`config.mk`:
```
export PLATFORM = sky130hd
export DESIGN_NAME = watchdog_timer
export DESIGN_NICKNAME = d
export VERILOG_FILES = /design/src/rtl/wdt_pkg.sv /design/src/rtl/wdt_tick_detect.sv /design/src/rtl/watchdog_timer.sv
export SDC_FILE = /design/constraint.sdc
export NUM_CORES = 1
export LEC_CHECK = 0
export CAP_MARGIN = 20
export CORE_MARGIN = 8
export CORE_UTILIZATION = 47
export CTS_BUF_LIST = sky130_fd_sc_hd__clkbuf_4 sky130_fd_sc_hd__clkbuf_8 sky130_fd_sc_hd__clkbuf_16
export CTS_CLUSTER_SIZE = 10
export DETAILED_ROUTE_END_ITERATION = 6
export GPL_ROUTABILITY_DRIVEN = 0
export PLACE_DENSITY_LB_ADDON = 0.25
export SYNTH_ARGS = -nofsm -noshare
export SYNTH_HDL_FRONTEND = slang
export SYNTH_SLANG_ARGS = --single-unit
```
`constraint.sdc`:
```
create_clock -name clk -period 3.5 [get_ports clk]
set_clock_uncertainty 0.15 [all_clocks]
set_input_delay 0.7 -clock clk [delete_from_list [all_inputs] [get_ports clk]]
set_output_delay 0.7 -clock clk [all_outputs]
set_load 0.05 [all_outputs]
```
`src/rtl/wdt_pkg.sv`:
```
// Shared types and defaults for the watchdog timer: FSM state encoding,
// counter/pulse defaults and the reload-register reset pattern.
package wdt_pkg;

  typedef enum logic [1:0] {
    IDLE   = 2'd0,
    RUN    = 2'd1,
    EXPIRE = 2'd2
  } wdt_state_t;

  localparam logic [1:0] S_IDLE   = 2'(IDLE);
  localparam logic [1:0] S_RUN    = 2'(RUN);
  localparam logic [1:0] S_EXPIRE = 2'(EXPIRE);

  localparam int WDT_CNT_W     = 16;
  localparam int WDT_RST_PULSE = 4;

  // Reload register and counter reset to all ones of this bit.
  localparam logic WDT_RELOAD_RST_BIT = 1'b1;

  // Last pulse-counter value before EXPIRE ends (pulse counter is 4 bits).
  function automatic logic [3:0] pulse_last(input int pulse);
    return 4'(pulse - 1);
  endfunction

endpackage

```
`src/rtl/wdt_tick_detect.sv`:
```
// Rising-edge detector for the divided watch clock, treated as data on clk.
// Produces a registered one-cycle tick one clk after watch_clk is seen 0 then 1.
module wdt_tick_detect (
  input  logic clk,
  input  logic rst_n,
  input  logic watch_clk,
  output logic tick
);

  logic r_wc_prev;
  logic r_tick;

  // Sample history of watch_clk and registered edge pulse.
  always_ff @(posedge clk or negedge rst_n) begin
    if (!rst_n) begin
      r_wc_prev <= 1'b0;
      r_tick    <= 1'b0;
    end else begin
      r_wc_prev <= watch_clk;
      r_tick    <= watch_clk & ~r_wc_prev;
    end
  end

  assign tick = r_tick;

endmodule

```
`src/rtl/watchdog_timer.sv`:
```
// Watchdog timer: countdown on watch_clk ticks, kick refresh, reset-request pulse.
// Optional early-warning interrupt enabled by defining WDT_EARLY_WARN_EN.
module watchdog_timer
  import wdt_pkg::*;
#(
  parameter int CNT_W     = WDT_CNT_W,
  parameter int RST_PULSE = WDT_RST_PULSE
) (
  input  logic             clk,
  input  logic             rst_n,
  input  logic             en,
  input  logic             watch_clk,
  input  logic             kick,
  input  logic [CNT_W-1:0] load_val,
  input  logic             load_we,
`ifdef WDT_EARLY_WARN_EN
  input  logic [CNT_W-1:0] warn_thresh,
  output logic             early_irq,
`endif
  output logic [CNT_W-1:0] cnt,
  output logic [1:0]       state,
  output logic             wdt_rst_req,
  output logic             expired
);

  localparam logic [CNT_W-1:0] RELOAD_RST = {CNT_W{WDT_RELOAD_RST_BIT}};
  localparam logic [CNT_W-1:0] CNT_ZERO   = {CNT_W{1'b0}};
  localparam logic [CNT_W-1:0] CNT_ONE    = {{(CNT_W-1){1'b0}}, 1'b1};
  localparam logic [3:0]       PULSE_LAST = pulse_last(RST_PULSE);

  logic             w_tick;
  logic [1:0]       r_state;
  logic [1:0]       w_state_dec;
  logic [1:0]       w_state_nx;
  logic [CNT_W-1:0] r_cnt;
  logic [CNT_W-1:0] w_cnt_nx;
  logic [CNT_W-1:0] r_reload;
  logic [CNT_W-1:0] w_reload_nx;
  logic [3:0]       r_pulse;
  logic [3:0]       w_pulse_nx;
  logic             r_rst_req;
  logic             w_rst_req_nx;
  logic             r_expired;
  logic             w_expired_nx;

  wdt_tick_detect u_tick_detect (
    .clk       (clk),
    .rst_n     (rst_n),
    .watch_clk (watch_clk),
    .tick      (w_tick)
  );

  // Reload register write; zero is promoted to one so a reload never starts at zero.
  always_comb begin
    w_reload_nx = r_reload;
    if (load_we) begin
      if (load_val == CNT_ZERO) begin
        w_reload_nx = CNT_ONE;
      end else begin
        w_reload_nx = load_val;
      end
    end else begin
      w_reload_nx = r_reload;
    end
  end

  // Unreachable encoding 3 behaves as IDLE.
  always_comb begin
    if ((r_state == S_RUN) || (r_state == S_EXPIRE)) begin
      w_state_dec = r_state;
    end else begin
      w_state_dec = S_IDLE;
    end
  end

  // FSM next-state, counter, pulse and flag logic; reloads use the pre-write register.
  always_comb begin
    w_state_nx   = w_state_dec;
    w_cnt_nx     = r_cnt;
    w_pulse_nx   = r_pulse;
    w_rst_req_nx = 1'b0;
    w_expired_nx = r_expired;
    case (w_state_dec)
      S_RUN: begin
        if (kick) begin
          w_expired_nx = 1'b0;
        end else begin
          w_expired_nx = r_expired;
        end
        if (!en) begin
          w_state_nx = S_IDLE;
          w_cnt_nx   = r_reload;
        end else if (kick) begin
          w_cnt_nx = r_reload;
        end else if (w_tick) begin
          if (r_cnt == CNT_ZERO) begin
            w_state_nx   = S_EXPIRE;
            w_expired_nx = 1'b1;
            w_rst_req_nx = 1'b1;
            w_pulse_nx   = 4'd0;
          end else begin
            w_cnt_nx = r_cnt - CNT_ONE;
          end
        end else begin
          w_cnt_nx = r_cnt;
        end
      end
      S_EXPIRE: begin
        // en is only looked at once the pulse has run its full length.
        if (r_pulse == PULSE_LAST) begin
          w_cnt_nx     = r_reload;
          w_pulse_nx   = 4'd0;
          w_rst_req_nx = 1'b0;
          if (en) begin
            w_state_nx = S_RUN;
          end else begin
            w_state_nx = S_IDLE;
          end
        end else begin
          w_pulse_nx   = r_pulse + 4'd1;
          w_rst_req_nx = 1'b1;
        end
      end
      default: begin
        w_cnt_nx = r_reload;
        if (kick) begin
          w_expired_nx = 1'b0;
        end else begin
          w_expired_nx = r_expired;
        end
        if (en) begin
          w_state_nx = S_RUN;
        end else begin
          w_state_nx = S_IDLE;
        end
      end
    endcase
  end

  // State, counter, reload register and output flags.
  always_ff @(posedge clk or negedge rst_n) begin
    if (!rst_n) begin
      r_state   <= S_IDLE;
      r_cnt     <= RELOAD_RST;
      r_reload  <= RELOAD_RST;
      r_pulse   <= 4'd0;
      r_rst_req <= 1'b0;
      r_expired <= 1'b0;
    end else begin
      r_state   <= w_state_nx;
      r_cnt     <= w_cnt_nx;
      r_reload  <= w_reload_nx;
      r_pulse   <= w_pulse_nx;
      r_rst_req <= w_rst_req_nx;
      r_expired <= w_expired_nx;
    end
  end

`ifdef WDT_EARLY_WARN_EN
  logic r_early_irq;

  // Early warning tracks the next RUN count against the threshold.
  always_ff @(posedge clk or negedge rst_n) begin
    if (!rst_n) begin
      r_early_irq <= 1'b0;
    end else begin
      r_early_irq <= (w_state_nx == S_RUN) && (w_cnt_nx <= warn_thresh);
    end
  end

  assign early_irq = r_early_irq;
`endif

  assign cnt         = r_cnt;
  assign state       = r_state;
  assign wdt_rst_req = r_rst_req;
  assign expired     = r_expired;

endmodule

```
### Word level (Yosys, flattened, before mapping)

Index checks and enable logic that the tools add are counted.

* register bits: 42
* latch bits: 0
* RAM bits: 0
* memory bits (read-only): 0
* bits of input ports: 22
* output and inout port bits: 20
* word-level logic and storage cells: 63
* memories kept: 0

* add/sub/neg operators: 2
* multipliers: 0
* div/mod/pow operators: 0
* magnitude comparators: 0
* eq/ne operators: 12
* shift operators: 0
* mux-type cells: 33
* bitwise logic cells: 2
* reduce and logical (&&, ||, !) cells: 6

Operators with widths (number)
* $mux 16: 6
* $logic_not 16->1: 2
* $pmux 16 s2: 1
* $mux 4: 5
* $sub 16x1->16 const B: 1
* $mux 2: 6
* $mux 1: 11
* $ne 2x2->1 const B: 4
* $pmux 4 s2: 1
* $reduce_and 5->1: 1
* $add 4x1->4 const B: 1
* $eq 2x1->1 const B: 2
* $eq 2x2->1 const B: 2
* $eq 4x2->1 const B: 1
* $ne 4x3->1 const B: 1
* $ne 4x4->1 const B: 1
* $pmux 1 s2: 2
* $pmux 2 s2: 1
* $reduce_and 3->1: 1
* $ne 2x1->1 const B: 1
* $reduce_bool 2->1: 1
* $and 1x1->1: 1
* $logic_or 1x1->1: 1
* $not 1->1: 1

### Longest topological paths before layout

Gate-level depths: netlist of run 1.

* word-level depth: 8
* depth in mapped cells: 8
* gate-level depth less buffers: 6

### Hierarchy

From an unflattened synthesis of run 1, not the netlist that was laid out.

* cell total of the unflattened synthesis: 224
* area, all modules: 2374.8 um2

Modules (own cells, without submodules)
* watchdog_timer: times used 1, cells each 221, area an instance 2311.0 um2, sequential area each 1041.0 um2
* wdt_tick_detect: times used 1, cells each 3, area an instance 63.8 um2, sequential area each 50.0 um2

### Worst setup path after synthesis of run 1

Ideal clock, no wire load.

* path type: reg2reg
* start point: register r_cnt[7] (netlist: cnt[7])
* end point: register r_pulse[2]
* library setup time: 126 ps
* arrival time: 2319 ps
* required time: 3224 ps
* slack: 905 ps
* cell stages (with the launch flop): 7
* buffers on the path: 2
* period minus slack after synthesis: 2595 ps
* path through: dfstp_2 or4_1 buf_2 or4_4 buf_6 o22a_4 a221o_1

* cells in the longest elaborated chain, start to end: 3

RTL lines
* start, declared: line watchdog_timer.sv:35 `logic [CNT_W-1:0] r_cnt;`
* start signal, assigned: line watchdog_timer.sv:151 `r_cnt <= w_cnt_nx;`
* $logic_not 16->1: line watchdog_timer.sv:96 `if (r_cnt == CNT_ZERO) begin`
* $ne 2x2->1 (no line)
* $reduce_and 5->1 (no line)
* end signal, assigned: line watchdog_timer.sv:153 `r_pulse <= w_pulse_nx;`
* end, declared: line watchdog_timer.sv:39 `logic [3:0] r_pulse;`

Every way passes these cells.
A chain may end at the register's enable or synchronous reset.

### Final worst setup path of run 1

* start point: register r_pulse[0]
* end point: register r_cnt[3] (netlist: cnt[3])

* cells in the longest elaborated chain, start to end: 3

RTL lines
* $eq 4x2->1: line watchdog_timer.sv:110 `if (r_pulse == PULSE_LAST) begin`
* $ne 2x2->1 (no line)
* $reduce_and 3->1 (no line)

Every way passes these cells.

==> results of run 1 <==
worst max-delay path, stage by stage (launching register included):
cell and delay [ns]:
dfrtp_1 0.42, ha_1 0.23, or3b_2 0.49, a21boi_1 0.62
nand3_1 0.31, o311ai_0 0.42
metal layers:
metal | global-route usage | vias to the layer above
met5 | 0 | -
met1 | 0.227 | 945
met4 | 0.0573 | 0
met2 | 0.238 | 79
li1 | - | 913
met3 | 0.0315 | 6
final cells by class:
| type | count | area share |
|---|---|---|
| timing repair buffer | 45 | 0.153 |
| inverter | 8 | 0.0106 |
| multi-input combinational | 155 | 0.388 |
| tap | 54 | 0.0238 |
| sequential | 42 | 0.384 |
| clock buffer | 8 | 0.0405 |
power by group:
part	total, mW	internal (mW)	leakage (nW)	switching (mW)
clock network	0.375	0.212	0.0601	0.163
registers	0.611	0.562	0.471	0.0490
logic	0.290	0.116	0.532	0.174
cells in the final DEF (no fill, tap or decap), drive strengths merged, types with 2 or more instances in the layout:
cell,n
a21oi,7
o21ai,9
ha,7
o22ai,3
o2111ai,2
or3,3
nor2,15
a221o,2
mux2,15
nor3b,3
a2bb2oi,2
nor3,7
a32o,6
nor2b,2
a22oi,2
o32a,2
and3,2
dfstp,32
nand2,17
a31oi,3
or4,5
nand3,7
clkbuf,8
inv,8
a21boi,2
clkdlybuf4s50,40
nor4,9
buf,5
dfrtp,10
o311ai,5
state kept, by name, summed over array words and instances, names as in the netlist:
register	count
u_tick_detect.r_wc_prev	1
expired	1
state	2
u_tick_detect.tick	1
wdt_rst_req	1
r_pulse	4
r_reload	16
cnt	16
worst paths after layout:
path	startpoint	end	depth (start not counted)
worst max register to register	r_pulse[0]	cnt[3]	5
max in group asynchronous	rst_n	expired	1
worst max-delay path	r_pulse[0]	cnt[3]	5
min in group asynchronous	rst_n	u_tick_detect.r_wc_prev	1
worst min-delay path	u_tick_detect.r_wc_prev	u_tick_detect.tick	1
worst min register to register	u_tick_detect.r_wc_prev	u_tick_detect.tick	1
through the flow:
| stage | instances | utilization |
|---|---|---|
| 4_1_cts | 312 | 0.606 |
| 6_report | 312 | 0.606 |
| 3_5_place_dp | 304 | 0.581 |
| 3_3_place_gp | 304 | 0.581 |
| 5_1_grt | 312 | 0.606 |
| 2_1_floorplan | 217 | - |
cells by family after synthesis:
family / Yosys count / share of synthesized area
fa+ha+maj: 7 / 0.0384
flops: 42 / 0.479
buf+inv: 20 / 0.0373
compound gates: 56 / 0.189
simple gates: 77 / 0.182
mux: 15 / 0.0741
==> results.py, run 1 <==
metrics = {
    "outcome": {
        "outcome": "finished clean",
    },
    "worst_setup_path": {
        "cp.required_ns": 3.52,
        "crit_type": "reg -> reg",
        "cp_max_fo": 8,
        "critPathCaptureType": "flop",
        "r2r_setup_slack_ns": 0.76,
        "crit_arrival_ns": 2.76,
        "start_kind": "flop",
    },
    "clock_network": {
        "cts_resized": 0,
        "insertion_delay_ns": 0.29,
        "htreeDepth": 2,
        "cts_root_buf": "clkbuf_8",
        "clk_pin_slew_worst_paths_ns": 0.08,
        "numCtsBuffers": 5,
        "cts_tree": "done",
        "cts_buffer_depth": 2,
        "holdBufCountCts": 0,
        "clock_sinks": 42,
        "cts_setup_buffers": 0,
    },
    "sta": {
        "worstMarginPinSlew_ns": 0.892,
        "finalMaxSlewViolations": 0,
        "max_freq_mhz": 365,
        "final-hold-violation-count": 0,
        "rsz0062_at_grt": "no",
        "finalSetupTns_ns": 0,
        "period_minus_slack_ns": 2.74,
        "setup_viol": 0,
        "fin_crit_sh": 0.782,
        "max_slew_margin": 0.406,
        "hold_ws_ns": 0.250,
        "setup_ws_ns": 0.762,
    },
    "logic_synthesis": {
        "synth_common_cells": "32 x dfstp_2, 17 x nand2_1, 15 x mux2_2, 15 x nor2_1, 10 x dfrtp_1",
        "synth_top_area_share": 0.369,
        "async_reset_ff_frac": 1.00,
        "synthMostInstantiatedCell": "dfstp_2",
        "ys.flop_type": "dfstp_2",
        "syn_nets": 246,
        "syn_area_per_cell_um2": 10.5,
        "ys_types": 52,
        "synth-seq-cells": 42,
        "synth_edf_count": 0,
        "syn_area_um2": 2280,
        "synth_top_area_cell": "dfstp_2",
        "yosysSeqAreaShare": 0.479,
        "synth.area.top_cells": "dfstp_2 37%, dfrtp_1 11%, mux2_2 7.4%, ha_1 3.8%, nand2_1 2.8%",
        "synth_cells": 217,
        "ys.warnings.count": 0,
    },
    "routing": {
        "wl_met2_um": 2590,
        "drt-vias-per-instance": 6.23,
        "vias": 1943,
        "drt_first_iter_violations": 239,
        "wirelength_um": 5680,
        "wl_per_cell_um": 18.2,
        "postRouteAntennaNets": 0,
        "wl_met1_um": 2670,
        "drc": 0,
        "route.met3.wl_um": 378,
        "top_layer_used": "met4",
        "drt_first_pass_iters": 4,
    },
    "layout": {
        "fin_area_um2": 2840,
        "nNetsFinal": 286,
        "multi_input_area_um2": 1100,
        "synthToLayoutAreaGrowth_pct": 24.7,
        "regArea_um2": 1090,
        "fillers": 409,
        "antenna_cells": 0,
        "drive_above_1_share": 0.252,
    },
    "global_routing": {
        "gr-total-overflow": 0,
        "grt.total_usage": 0.161,
        "grt_max_degree": 43,
        "antenna_found_initial": 0,
        "grt_pass1_wl_um": 9580,
        "grt_pass1_vias": 1897,
    },
    "placement": {
        "dp_hpwl_um": 4250,
        "io_buffer_count": 41,
        "place_area_um2": 2730,
        "pre_cts_slack_ns": 0.597,
    },
    "floorplan": {
        "die_area_um2": 7330,
        "die_w_um": 85.6,
        "initial_core_util": 0.486,
        "rows": 25,
        "die_h_um": 85.6,
        "pin_count": 42,
        "coreArea_um2": 4690,
    },
    "hold_path": {
        "hp-class": "reg -> reg",
    },
    "power": {
        "p_leak_nw": 1.06,
        "power_density_nw_per_um2": 449,
        "peakVddDrop_v": 0.000257,
        "power_mw": 1.28,
    },
    "run": {
        "maxCapViolCount": 0,
    },
}
Note: power is estimated with default switching activity, not from simulation.
==> run 2, diff against run 1 <==
==> constraint.sdc (replaced) <==
create_clock -name clk -period 2.2 [get_ports clk]
set_clock_uncertainty 0.15 [all_clocks]
set_input_delay 0.44 -clock clk [delete_from_list [all_inputs] [get_ports clk]]
set_output_delay 0.44 -clock clk [all_outputs]
set_load 0.05 [all_outputs]
==> results.py, run 2 (synthesized netlist as in run 1, its figures left out) <==
metrics = {
    "placement": {
        "place_inst": 344,
        "pre_cts_slack_ns": -0.249,
        "io_buffer_count": 41,
        "dp_hpwl_um": 4990,
    },
    "floorplan": {
        "coreArea_um2": 4690,
        "die_w_um": 85.6,
        "die_h_um": 85.6,
        "rows": 25,
        "pin_count": 42,
        "initial_core_util": 0.486,
        "die_area_um2": 7330,
    },
    "routing": {
        "drc": 0,
        "vias": 2219,
        "drt_first_iter_violations": 205,
        "wirelength_um": 6760,
        "postRouteAntennaNets": 0,
        "drt-vias-per-instance": 6.20,
        "drt_first_pass_iters": 5,
        "wl_per_cell_um": 18.9,
    },
    "hold_path": {
        "min_to": "u_tick_detect.tick",
        "hp-class": "reg -> reg",
        "holdCritStartpoint": "u_tick_detect.r_wc_prev",
        "hold_depth": 1,
    },
    "sta": {
        "final-hold-violation-count": 0,
        "max_slew_margin": 0.659,
        "hold_ws_ns": 0.249,
        "worstMarginPinSlew_ns": 0.509,
        "rsz0062_at_grt": "yes",
        "period_minus_slack_ns": 2.37,
        "setup_ws_ns": -0.171,
        "setup_viol": 18,
        "max_freq_mhz": 422,
        "fin_crit_sh": 1.08,
        "finalMaxSlewViolations": 0,
    },
    "worst_setup_path": {
        "r2r_setup_slack_ns": -0.17,
        "start_kind": "flop",
        "cp.required_ns": 2.24,
        "critPathCaptureType": "flop",
        "r2r-start": "cnt[0]",
        "cp_max_fo": 5,
        "crit_arrival_ns": 2.41,
        "reg2reg_to": "r_pulse[3]",
        "crit_type": "reg -> reg",
        "reg2reg_depth": 6,
    },
    "clock_network": {
        "htreeDepth": 2,
        "clock_sinks": 42,
        "numCtsBuffers": 5,
        "cts_tree": "done",
        "insertion_delay_ns": 0.29,
        "cts_buffer_depth": 2,
        "clk_pin_slew_worst_paths_ns": 0.09,
        "cts_root_buf": "clkbuf_8",
    },
    "layout": {
        "fillers": 334,
        "final_cell_mix": "60 x buf_4, 31 x dfstp_2, 24 x clkdlybuf4s50_1",
        "post-route-util": 0.717,
        "layout_commonest_cell": "buf_4",
        "nNetsFinal": 332,
        "drive_above_1_share": 0.507,
        "synthToLayoutAreaGrowth_pct": 47.7,
        "antenna_cells": 0,
        "stdcell_count": 358,
    },
    "power": {
        "combPwrFrac": 0.272,
        "power_mw": 2.30,
        "clkPwrFrac": 0.319,
        "p_sw_mw": 0.689,
        "peakVddDrop_v": 0.000484,
        "power_density_nw_per_um2": 684,
        "swShare": 0.299,
        "p_int_mw": 1.61,
        "p_leak_nw": 1.35,
        "p_seq_frac": 0.409,
    },
    "global_routing": {
        "grt.total_usage": 0.184,
        "grt_pass1_vias": 2177,
        "gr-total-overflow": 0,
        "grt_max_degree": 23,
        "antenna_found_initial": 0,
        "grt_pass1_wl_um": 10800,
    },
    "outcome": {
        "violations": "negative setup slack",
        "outcome": "finished, violations left",
    },
    "run": {
        "maxCapViolCount": 0,
    },
}
-- run 2: how the worst max path moves through the flow --
stage          depth (start not counted)  slack [ns]  startpoint    endpoint
6_report                               6       -0.17      cnt[0]  r_pulse[3]
5_1_grt                                6       -0.21      cnt[0]  r_pulse[2]
4_1_cts                                6       -0.15      cnt[0]  r_pulse[3]
3_5_place_dp                           4       -0.25      cnt[9]     cnt[14]
3_3_place_gp                           4       -0.21      cnt[9]     cnt[14]
2_1_floorplan                          6       -0.35     cnt[14]  r_pulse[2]
-- run 2: layout make-up --
class,count,area (µm²),area share
inverters,8,30.0,0.00892
multi-input cells,155,1260,0.375
clock buffers,5,68.8,0.0204
well taps,54,67.6,0.0201
flip-flops and latches,42,1100,0.326
clock inverters,3,68.8,0.0204
repair buffers,91,771,0.229
-- run 2: per-layer routing --
metal  share of wire  global-route usage  vias to the layer above
met5               0                   0                        -
li1                -                   -                     1007
met2            0.48               0.301                      119
met1            0.44               0.239                     1076
met3           0.068              0.0420                       17
met4           0.017              0.0462                        0
-- run 2: critical path, cell delays in order (launching register included) --
cell     delay, ns
dfstp_2       0.39
inv_2         0.08
ha_4          0.13
or4b_4        0.47
or4_4         0.50
o22a_4        0.23
a221o_1       0.31
-- run 2: power groups by stage --
stage	Clock, mW	Sequential (mW)	Combinational [mW]
3_5_place_dp	0	0.950	0.571
3_3_place_gp	0	0.946	0.562
4_1_cts	0.744	0.939	0.593
6_report	0.734	0.942	0.627
5_1_grt	0.772	0.951	0.665
2_1_floorplan	0	1.10	0.160
-- run 2: what timing repair did --
item / CTS / global route
resized for setup: 17 / 19
endpoints found under the setup margin: 24 / 24
pin swaps: 9 / 2
hold endpoints to repair: 8 / 0
cloned: 0 / 0
buffers inserted: 2 / 3
hold buffers: 1 / 0
-- run 2: stage by stage --
step	cell area [µm²]	setup TNS, ns
after detailed placement	3020	-2.95
after floorplan	2310	-3.67
after global placement	3020	-1.87
final	3370	-1.55
after global routing	3370	-2.49
after CTS	3250	-0.996
